## src/rtl/if_pkg.sv

```systemverilog
// Shared definitions for the instruction-fetch stage: FSM encoding,
// default PC parameters and the bubble/flush instruction word.
package if_pkg;

    typedef enum logic [1:0] {
        S_IDLE = 2'd0,
        S_REQ  = 2'd1,
        S_WAIT = 2'd2,
        S_HOLD = 2'd3
    } if_state_e;

    localparam logic [31:0] RESET_PC_DEF = 32'h0000_0000;
    localparam logic [31:0] PC_STEP_DEF  = 32'h0000_0004;
    localparam logic [31:0] NOP_INST     = 32'h0000_0000;

endpackage : if_pkg

```

## src/rtl/inst_fetch_if_id_reg.sv

```systemverilog
// IF/ID pipeline register. Flush beats everything, then a load of a new
// instruction, then stall (hold); with none of these the entry becomes a bubble.
module if_id_reg
    import if_pkg::*;
(
    input  logic        clk,
    input  logic        rst_n,
    input  logic        load_i,
    input  logic        flush_i,
    input  logic        stall_i,
    input  logic [31:0] inst_i,
    input  logic [31:0] pc_i,
    output logic        valid_o,
    output logic [31:0] inst_o,
    output logic [31:0] pc_o
);

    logic        valid_q;
    logic [31:0] inst_q;
    logic [31:0] pc_q;

    // IF/ID register update: flush, load, hold or bubble
    always_ff @(posedge clk or negedge rst_n) begin
        if (!rst_n) begin
            valid_q <= 1'b0;
            inst_q  <= NOP_INST;
            pc_q    <= 32'h0000_0000;
        end else if (flush_i) begin
            valid_q <= 1'b0;
            inst_q  <= NOP_INST;
            pc_q    <= 32'h0000_0000;
        end else if (load_i) begin
            valid_q <= 1'b1;
            inst_q  <= inst_i;
            pc_q    <= pc_i;
        end else if (stall_i) begin
            valid_q <= valid_q;
        end else begin
            valid_q <= 1'b0;
        end
    end

    assign valid_o = valid_q;
    assign inst_o  = inst_q;
    assign pc_o    = pc_q;

endmodule : if_id_reg

```

## src/rtl/inst_fetch.sv

```systemverilog
// IF stage: owns the PC, runs a single-outstanding req/gnt/rvalid fetch and
// feeds the IF/ID register. Optional macro DELAY_SLOT_EN turns redirects into
// delayed branches (no flush; the latched target replaces the next PC step).
module inst_fetch
    import if_pkg::*;
#(
    parameter logic [31:0] RESET_PC = RESET_PC_DEF,
    parameter logic [31:0] PC_STEP  = PC_STEP_DEF
) (
    input  logic        clk,
    input  logic        rst,
    output logic        imem_req,
    output logic [31:0] imem_addr,
    input  logic        imem_gnt,
    input  logic        imem_rvalid,
    input  logic [31:0] imem_rdata,
    input  logic        id_stall,
    input  logic        redirect_valid,
    input  logic [31:0] redirect_pc,
    output logic        id_valid,
    output logic [31:0] id_inst,
    output logic [31:0] id_pc
);

    if_state_e   state_q, state_d;
    logic [31:0] pc_q, pc_d;
    logic        kill_q, kill_d;
    logic [31:0] hold_inst_q, hold_inst_d;
    logic [31:0] hold_pc_q, hold_pc_d;
    logic        req_q;
    logic [31:0] next_seq_pc_s;
    logic        pc_adv_s;
    logic        load_s;
    logic        flush_s;
    logic [31:0] load_inst_s;
    logic [31:0] load_pc_s;
`ifdef DELAY_SLOT_EN
    logic        pend_q, pend_d;
    logic [31:0] target_q, target_d;

    // Next "sequential" PC: a fresh or latched redirect target wins over the step
    always_comb begin
        if (redirect_valid) begin
            next_seq_pc_s = redirect_pc;
        end else if (pend_q) begin
            next_seq_pc_s = target_q;
        end else begin
            next_seq_pc_s = pc_q + PC_STEP;
        end
    end
`else
    // Next sequential PC wraps naturally at 32 bits
    always_comb begin
        next_seq_pc_s = pc_q + PC_STEP;
    end
`endif

    // Next-state, PC, hold buffer and IF/ID control
    always_comb begin
        state_d     = state_q;
        pc_d        = pc_q;
        kill_d      = kill_q;
        hold_inst_d = hold_inst_q;
        hold_pc_d   = hold_pc_q;
        pc_adv_s    = 1'b0;
        load_s      = 1'b0;
        flush_s     = 1'b0;
        load_inst_s = imem_rdata;
        load_pc_s   = pc_q;
        case (state_q)
            S_IDLE: state_d = S_REQ;
            S_REQ: begin
                if (imem_gnt) state_d = S_WAIT;
                else          state_d = S_REQ;
            end
            S_WAIT: begin
                if (!imem_rvalid) begin
                    state_d = S_WAIT;
                end else if (kill_q) begin
                    kill_d  = 1'b0;
                    state_d = S_REQ;
                end else if (!id_stall) begin
                    load_s   = 1'b1;
                    pc_adv_s = 1'b1;
                    state_d  = S_REQ;
                end else begin
                    hold_inst_d = imem_rdata;
                    hold_pc_d   = pc_q;
                    pc_adv_s    = 1'b1;
                    state_d     = S_HOLD;
                end
            end
            S_HOLD: begin
                if (!id_stall) begin
                    load_s      = 1'b1;
                    load_inst_s = hold_inst_q;
                    load_pc_s   = hold_pc_q;
                    state_d     = S_REQ;
                end else begin
                    state_d = S_HOLD;
                end
            end
            default: state_d = S_IDLE;
        endcase
        if (pc_adv_s) begin
            pc_d = next_seq_pc_s;
        end else begin
            pc_d = pc_q;
        end
`ifndef DELAY_SLOT_EN
        // Flushing redirect overrides stall and rvalid in the same cycle
        if (redirect_valid) begin
            pc_d        = redirect_pc;
            flush_s     = 1'b1;
            load_s      = 1'b0;
            hold_inst_d = NOP_INST;
            hold_pc_d   = 32'h0000_0000;
            case (state_q)
                S_IDLE: begin
                    state_d = S_REQ;
                    kill_d  = 1'b0;
                end
                S_REQ: begin
                    if (imem_gnt) begin
                        state_d = S_WAIT;
                        kill_d  = 1'b1;
                    end else begin
                        state_d = S_REQ;
                    end
                end
                S_WAIT: begin
                    if (imem_rvalid) begin
                        state_d = S_REQ;
                        kill_d  = 1'b0;
                    end else begin
                        state_d = S_WAIT;
                        kill_d  = 1'b1;
                    end
                end
                S_HOLD:  state_d = S_REQ;
                default: state_d = S_IDLE;
            endcase
        end else begin
            flush_s = 1'b0;
        end
`endif
    end

`ifdef DELAY_SLOT_EN
    // Pending target: consumed by the next PC update, overwritten by a newer redirect
    always_comb begin
        pend_d   = pend_q;
        target_d = target_q;
        if (pc_adv_s) begin
            pend_d = 1'b0;
        end else if (redirect_valid) begin
            pend_d   = 1'b1;
            target_d = redirect_pc;
        end else begin
            pend_d = pend_q;
        end
    end

    // Redirect-pending registers
    always_ff @(posedge clk or negedge rst) begin
        if (!rst) begin
            pend_q   <= 1'b0;
            target_q <= 32'h0000_0000;
        end else begin
            pend_q   <= pend_d;
            target_q <= target_d;
        end
    end
`endif

    // Fetch FSM, PC, kill flag, hold buffer and registered request
    always_ff @(posedge clk or negedge rst) begin
        if (!rst) begin
            state_q     <= S_IDLE;
            pc_q        <= RESET_PC;
            kill_q      <= 1'b0;
            hold_inst_q <= NOP_INST;
            hold_pc_q   <= 32'h0000_0000;
            req_q       <= 1'b0;
        end else begin
            state_q     <= state_d;
            pc_q        <= pc_d;
            kill_q      <= kill_d;
            hold_inst_q <= hold_inst_d;
            hold_pc_q   <= hold_pc_d;
            req_q       <= (state_d == S_REQ);
        end
    end

    assign imem_req  = req_q;
    assign imem_addr = pc_q;

    if_id_reg u_if_id_reg (
        .clk     (clk),
        .rst_n   (rst),
        .load_i  (load_s),
        .flush_i (flush_s),
        .stall_i (id_stall),
        .inst_i  (load_inst_s),
        .pc_i    (load_pc_s),
        .valid_o (id_valid),
        .inst_o  (id_inst),
        .pc_o    (id_pc)
    );

endmodule : inst_fetch

```

## config.mk

```make
export PLATFORM = sky130hd
export DESIGN_NAME = inst_fetch
export DESIGN_NICKNAME = d
export VERILOG_FILES = /design/src/rtl/if_pkg.sv /design/src/rtl/inst_fetch_if_id_reg.sv /design/src/rtl/inst_fetch.sv
export SDC_FILE = /design/constraint.sdc
export NUM_CORES = 1
export LEC_CHECK = 0
export ABC_AREA = 1
export ABC_CLOCK_PERIOD_IN_PS = 4750
export BUFFER_PORTS_ARGS = -buffer_cell sky130_fd_sc_hd__buf_2
export CAP_MARGIN = 20
export CORE_MARGIN = 8
export CORE_UTILIZATION = 40
export CTS_BUF_LIST = sky130_fd_sc_hd__clkbuf_4 sky130_fd_sc_hd__clkbuf_8
export DETAILED_ROUTE_END_ITERATION = 8
export SLEW_MARGIN = 30
export SYNTH_ARGS = -nofsm -noshare
export SYNTH_HDL_FRONTEND = slang
export SYNTH_SLANG_ARGS = --single-unit
export TNS_END_PERCENT = 100
```

## constraint.sdc

```tcl
create_clock -name clk -period 4.75 [get_ports clk]
set_input_delay 0.7125 -clock clk [delete_from_list [all_inputs] [get_ports clk]]
set_output_delay 0.7125 -clock clk [all_outputs]
set_load 0.01 [all_outputs]
```

**Word level (Yosys, flattened, before mapping)**

Index checks and enable logic that the tools add are counted.

- Input bits: 70
- Word-level logic and storage cells: 67
- Register bits after elaboration: 165
- Output and inout bits: 98

- Add/subtract/negate cells: 1
- Equal/unequal tests: 6
- Muxes and demuxes: 44
- Reduce and logical (&&, ||, !) cells: 7

Operator list:

| operator | number |
|---|---|
| $mux 32 | 18 |
| $add 32x3->32 const B | 1 |
| $mux 1 | 16 |
| $mux 2 | 6 |
| $pmux 2 s4 | 1 |
| $reduce_bool 2->1 | 4 |
| $pmux 2 s3 | 1 |
| $eq 2x1->1 const B | 2 |
| $eq 2x2->1 const B | 2 |
| $ne 3x1->1 const B | 1 |
| $pmux 1 s3 | 1 |
| $reduce_and 3->1 | 1 |
| $logic_not 2->1 | 1 |
| $ne 2x2->1 const B | 1 |
| $pmux 1 s2 | 1 |
| $reduce_or 2->1 | 1 |

**Longest topological paths before layout**

- Word-level depth: 7
- Mapped depth: 10
- Mapped depth without buffers: 10

**Cells and area by module**

From an unflattened synthesis, not the netlist that was laid out.

- Cell total of the unflattened synthesis: 1152
- Area, all modules: 8812.2 sq um

By module, submodules not included:

| module | times used | cells an instance | seq. area each (sq um) | area an instance (sq um) |
|---|---|---|---|---|
| inst_fetch | 1 | 870 | 2502.4 | 6237.2 |
| if_id_reg | 1 | 282 | 1626.6 | 2575.0 |

**Worst setup path before layout**

Ideal clock, no wire load.

- Path type: in2reg
- Start: input port id_stall
- End: register u_if_id_reg.inst_q[27], in the netlist u_if_id_reg.inst_o[27]
- Data required time: 4617 ps
- Setup slack: 3072 ps
- Setup time: 133 ps
- Data arrival time: 1546 ps
- Buffers on the path: 3
- Stages: 8
- Path through: inv_2 -> buf_4 -> buf_2 -> buf_2 -> nand2_1 -> o21ai_0 -> o21ai_0 -> o22ai_1

- Word-level cells in the longest chain between the ends: 6
- Elaborated cells on any way between the ends: 10
- Classes of those cells: mux (9); reduce/logical (1)

RTL lines:

| item | line | text |
|---|---|---|
| from (decl) | inst_fetch.sv:17 | `input logic id_stall,` |
| $mux 1 | inst_fetch.sv:82, inst_fetch.sv:94 |  |
| $mux 1 | inst_fetch.sv:79 | `end else if (kill_q) begin` |
| $mux 1 | inst_fetch.sv:77 | `if (!imem_rvalid) begin` |
| $pmux 1 s2 | inst_fetch.sv:70 | `case (state_q)` |
| $mux 1 | inst_fetch.sv:112 | `if (redirect_valid) begin` |
| $reduce_bool 2->1 (no line) | - |  |
| to (signal assigned) | inst_fetch_if_id_reg.sv:34 | `inst_q <= inst_i;` |
| to (decl) | inst_fetch_if_id_reg.sv:19 | `logic [31:0] inst_q;` |

Several ways; a longest one is shown, not always the timed one. The select of a mux whose other input is x is not followed.
A chain may end at the register's enable or synchronous reset.

**Worst setup path after layout**

- Start: input port redirect_valid
- End: register u_if_id_reg.pc_q[22], in the netlist u_if_id_reg.pc_o[22]

- Word-level cells in the longest chain between the ends: 2
- Elaborated cells on any way between the ends: 4
- Classes of those cells: mux (3); reduce/logical (1)

RTL lines:

| item | line | text |
|---|---|---|
| from (decl) | inst_fetch.sv:18 | `input logic redirect_valid,` |
| $mux 1 | inst_fetch.sv:112 |  |
| $mux 32 or $reduce_bool 2->1 (tied branches) | - |  |
| to (signal assigned) | inst_fetch_if_id_reg.sv:35 | `pc_q <= pc_i;` |
| to (decl) | inst_fetch_if_id_reg.sv:20 | `logic [31:0] pc_q;` |

Several ways; a longest one is shown, not always the timed one.

==> results by group <==
Worst setup path
  – Critical-path maximum fanout: 38
  – Beginning of the critical path: redirect_valid
  – RR Startpoint: state_q[0]
  – Kind of critical path: input port to register
  – Endpoint type of the worst setup path: register
  – Worst EP required: approximately 5.1 ns
  – Crit path DAT: between 3 and 4 ns
  – Worst Setup Start Kind: input port

STA
  – Final slew viol count: 0
  – Endpoints failing hold: 0
  – Fmax: ~330 MHz
  – Tcrit/Tclk final: 0.645
  – Slew HR: 0.367
  – Final setup TNS: 0 ns
  – Worst-Margin Slew: 0.948 ns
  – Fin worst setup slack: 1.68 ns
  – Final Critical Period: 3.07 ns
  – Setup repair after global routing missed its margin: no
  – Clock skew: around 0.019 ns
  – # setup viols final: 0

Hold path
  – HP Class: input port to asynchronous set/reset pin

Global routing
  – Largest net degree at the start of global routing: 97
  – First-pass GRT wire length: 40.1 mm
  – Initial antenna violation count: 0
  – Vias in the first global route: 7524
  – Grt ovf: 0
  – GRT Resource Usage Total: 0.189

Route
  – Final antenna-violating net count: 0
  – Residual DRC count: 0
  – Met3 WL: 1.47 mm
  – Routed via count: roughly 7700
  – Drt first pass iters: 5
  – Vias per cell: 5.12
  – Max layer used: met4
  – 1st-iter DRT viols: about 670
  – Avg WL per Cell: about 16 um
  – Met2 WL: 11.4 mm
  – Wl on met1: 11.5 mm
  – DRT Wirelength: 24.7 mm

Power and ir drop
  – Peak supply drop: 197 uV
  – Pleak: between 5 and 6 nW
  – Pwr Total: 3.81 mW
  – PD cells: 385 nW/um2

CTS
  – Clk Latency, worst-skew pair: roughly 0.46 ns
  – Clk root buf: clkbuf_8
  – Sink Count: roughly 170
  – Reg clk slew, reported paths: 0.08 ns
  – Post-cts sizing count: 0
  – Clock buffer depth: 2
  – CTS tree: yes
  – CTS Buf Count: 17
  – Postcts setup bufs: 0
  – CTS H-tree lvls: 4
  – Number of hold buffers added after CTS: 0

Placed design
  – Placed Cells: 1474
  – Area after DPL: 9530 um2
  – DP Wirelength: 16.9 mm
  – Dpl ws: 1.22 ns
  – RePlAce Congestion: 0.874
  – IO buf count: 167

Die
  – Die Ht: 162 um
  – Io pins: 168
  – Cell Rows: 53
  – Core area: 21000 um2
  – Starting density of the core: 0.407
  – Die Area: 26300 um2
  – Die W: 162 um

Final layout
  – Final Instance Area: 9920 um2
  – Layout cells sized above 1: 0.178
  – Cell Count, Final, Fillers Out: 1504
  – Layout Nets: 1296
  – Filler instances: 2096
  – Area grow syn2layout: 15.9%

Synthesis
  – Syn_nets: about 1200
  – Cells taking the most area after synthesis: dfrtp_1, nand2_1, o21ai_0
  – Synth Flop Type: dfrtp_1
  – Ys Warns: 0
  – Count of mapped cells out of synthesis: about 1100
  – Async S/R FF share, synth: 1.00
  – Distinct cells, synth: 32
  – Synth top area share: 0.483
  – Mapped Area: roughly 8600 um2
  – Post-synthesis register bit count: about 170
  – Register area share after synthesis: 0.483
  – Syn Area/Cell: around 7.9 um2
  – EDFF count, synth: 0
  – Synth area leader: dfrtp_1

Status
  – Outcome: complete, no violations

Run
  – Max_cap viols: 0
==> synth_stat cells (2+ instances only) <==
library cell	count
dfrtp_1	165
nand3b_1	2
o21ai_1	19
nor2_2	6
nand2_1	288
ha_1	8
buf_1	3
o211ai_1	3
inv_2	4
a22o_1	64
nand3_2	2
a21oi_1	12
nand3_1	42
o21ai_0	128
nor2_1	51
o22ai_1	66
a31oi_1	2
buf_2	35
nand4_1	2
inv_1	146
clkbuf_1	25
nor3_1	5
==> critical path: stages <==
cell and delay [ns]:
buf_2 0.31, inv_1 0.70, nand3_2 0.93, buf_4 0.55, o22ai_1 0.20
==> cell families (layout without fill, tap and decap cells) <==
| logic type | after synthesis | in the layout | synth area share |
|---|---|---|---|
| adders and majority gates | 8 | 8 | 0.0117 |
| buffers and inverters | 216 | 356 | 0.101 |
| and+or+nand+nor | 400 | 400 | 0.188 |
| DFF | 165 | 165 | 0.483 |
| AOI/OAI and AO/OA | 298 | 298 | 0.215 |
| other | 0 | 1 | 0 |
| xor gates and xnor gates | 1 | 1 | 0.00102 |
==> flip-flops by register name, summed over array words and instances (netlist names) <==
name                 cells
hold_inst_q             32
hold_pc_q               32
imem_addr               32
imem_req                 1
kill_q                   1
state_q                  2
u_if_id_reg.inst_o      32
u_if_id_reg.pc_o        32
u_if_id_reg.valid_o      1
==> area by class of cell <==
cell class | count | area [um2] | share of cell area
sequential | 165 | 4130 | 0.416
antenna | 1 | 2.50 | 0.000252
timing repair buffer | 176 | 925 | 0.0932
inverter | 151 | 572 | 0.0577
tap | 275 | 344 | 0.0347
multi-input combinational | 707 | 3570 | 0.360
clock buffer | 20 | 275 | 0.0278
clock inverter | 9 | 104 | 0.0105
==> stage by stage <==
step                       util  hold slack [ns]
after global placement    0.453            0.478
after global routing      0.472            0.371
after floorplan               -            0.417
after CTS                 0.472            0.374
final                     0.472            0.330
after detailed placement  0.453            0.480
==> per-layer routing <==
layer | GRT usage | vias up
met5 | 0 | -
met4 | 0.0526 | 0
met3 | 0.0410 | 20
met2 | 0.299 | 232
met1 | 0.256 | 3582
li1 | - | 3872
==> power by group <==
group          internal [mW]  switching [mW]
combinational          0.382           0.721
sequential              1.56           0.144
clock                  0.498           0.512
total                   2.44            1.38
==> final timing paths <==
kind | endpoint | slack (ns) | depth (start not counted)
max | u_if_id_reg.pc_o[22] | 1.68 | 5
max reg2reg | hold_inst_q[29] | 2.14 | 6
min reg2reg | hold_pc_q[0] | 0.50 | 1
max in group asynchronous | u_if_id_reg.pc_o[27] | 3.55 | 2
min in group clk | imem_addr[1] | 0.46 | 3
min | u_if_id_reg.inst_o[16] | 0.33 | 1
==> cells in the final DEF (no fill, tap or decap), types with 8 or more instances in the layout <==
cell / instances
dfrtp_1: 165
o21ai_1: 19
o21ai_0: 128
ha_1: 8
clkbuf_8: 21
inv_1: 146
a21oi_1: 12
a22o_1: 64
nand3_1: 42
nand2_1: 287
nor2_1: 51
buf_2: 166
o22ai_1: 66
buf_4: 8
Note: power is estimated with default switching activity, not from simulation.
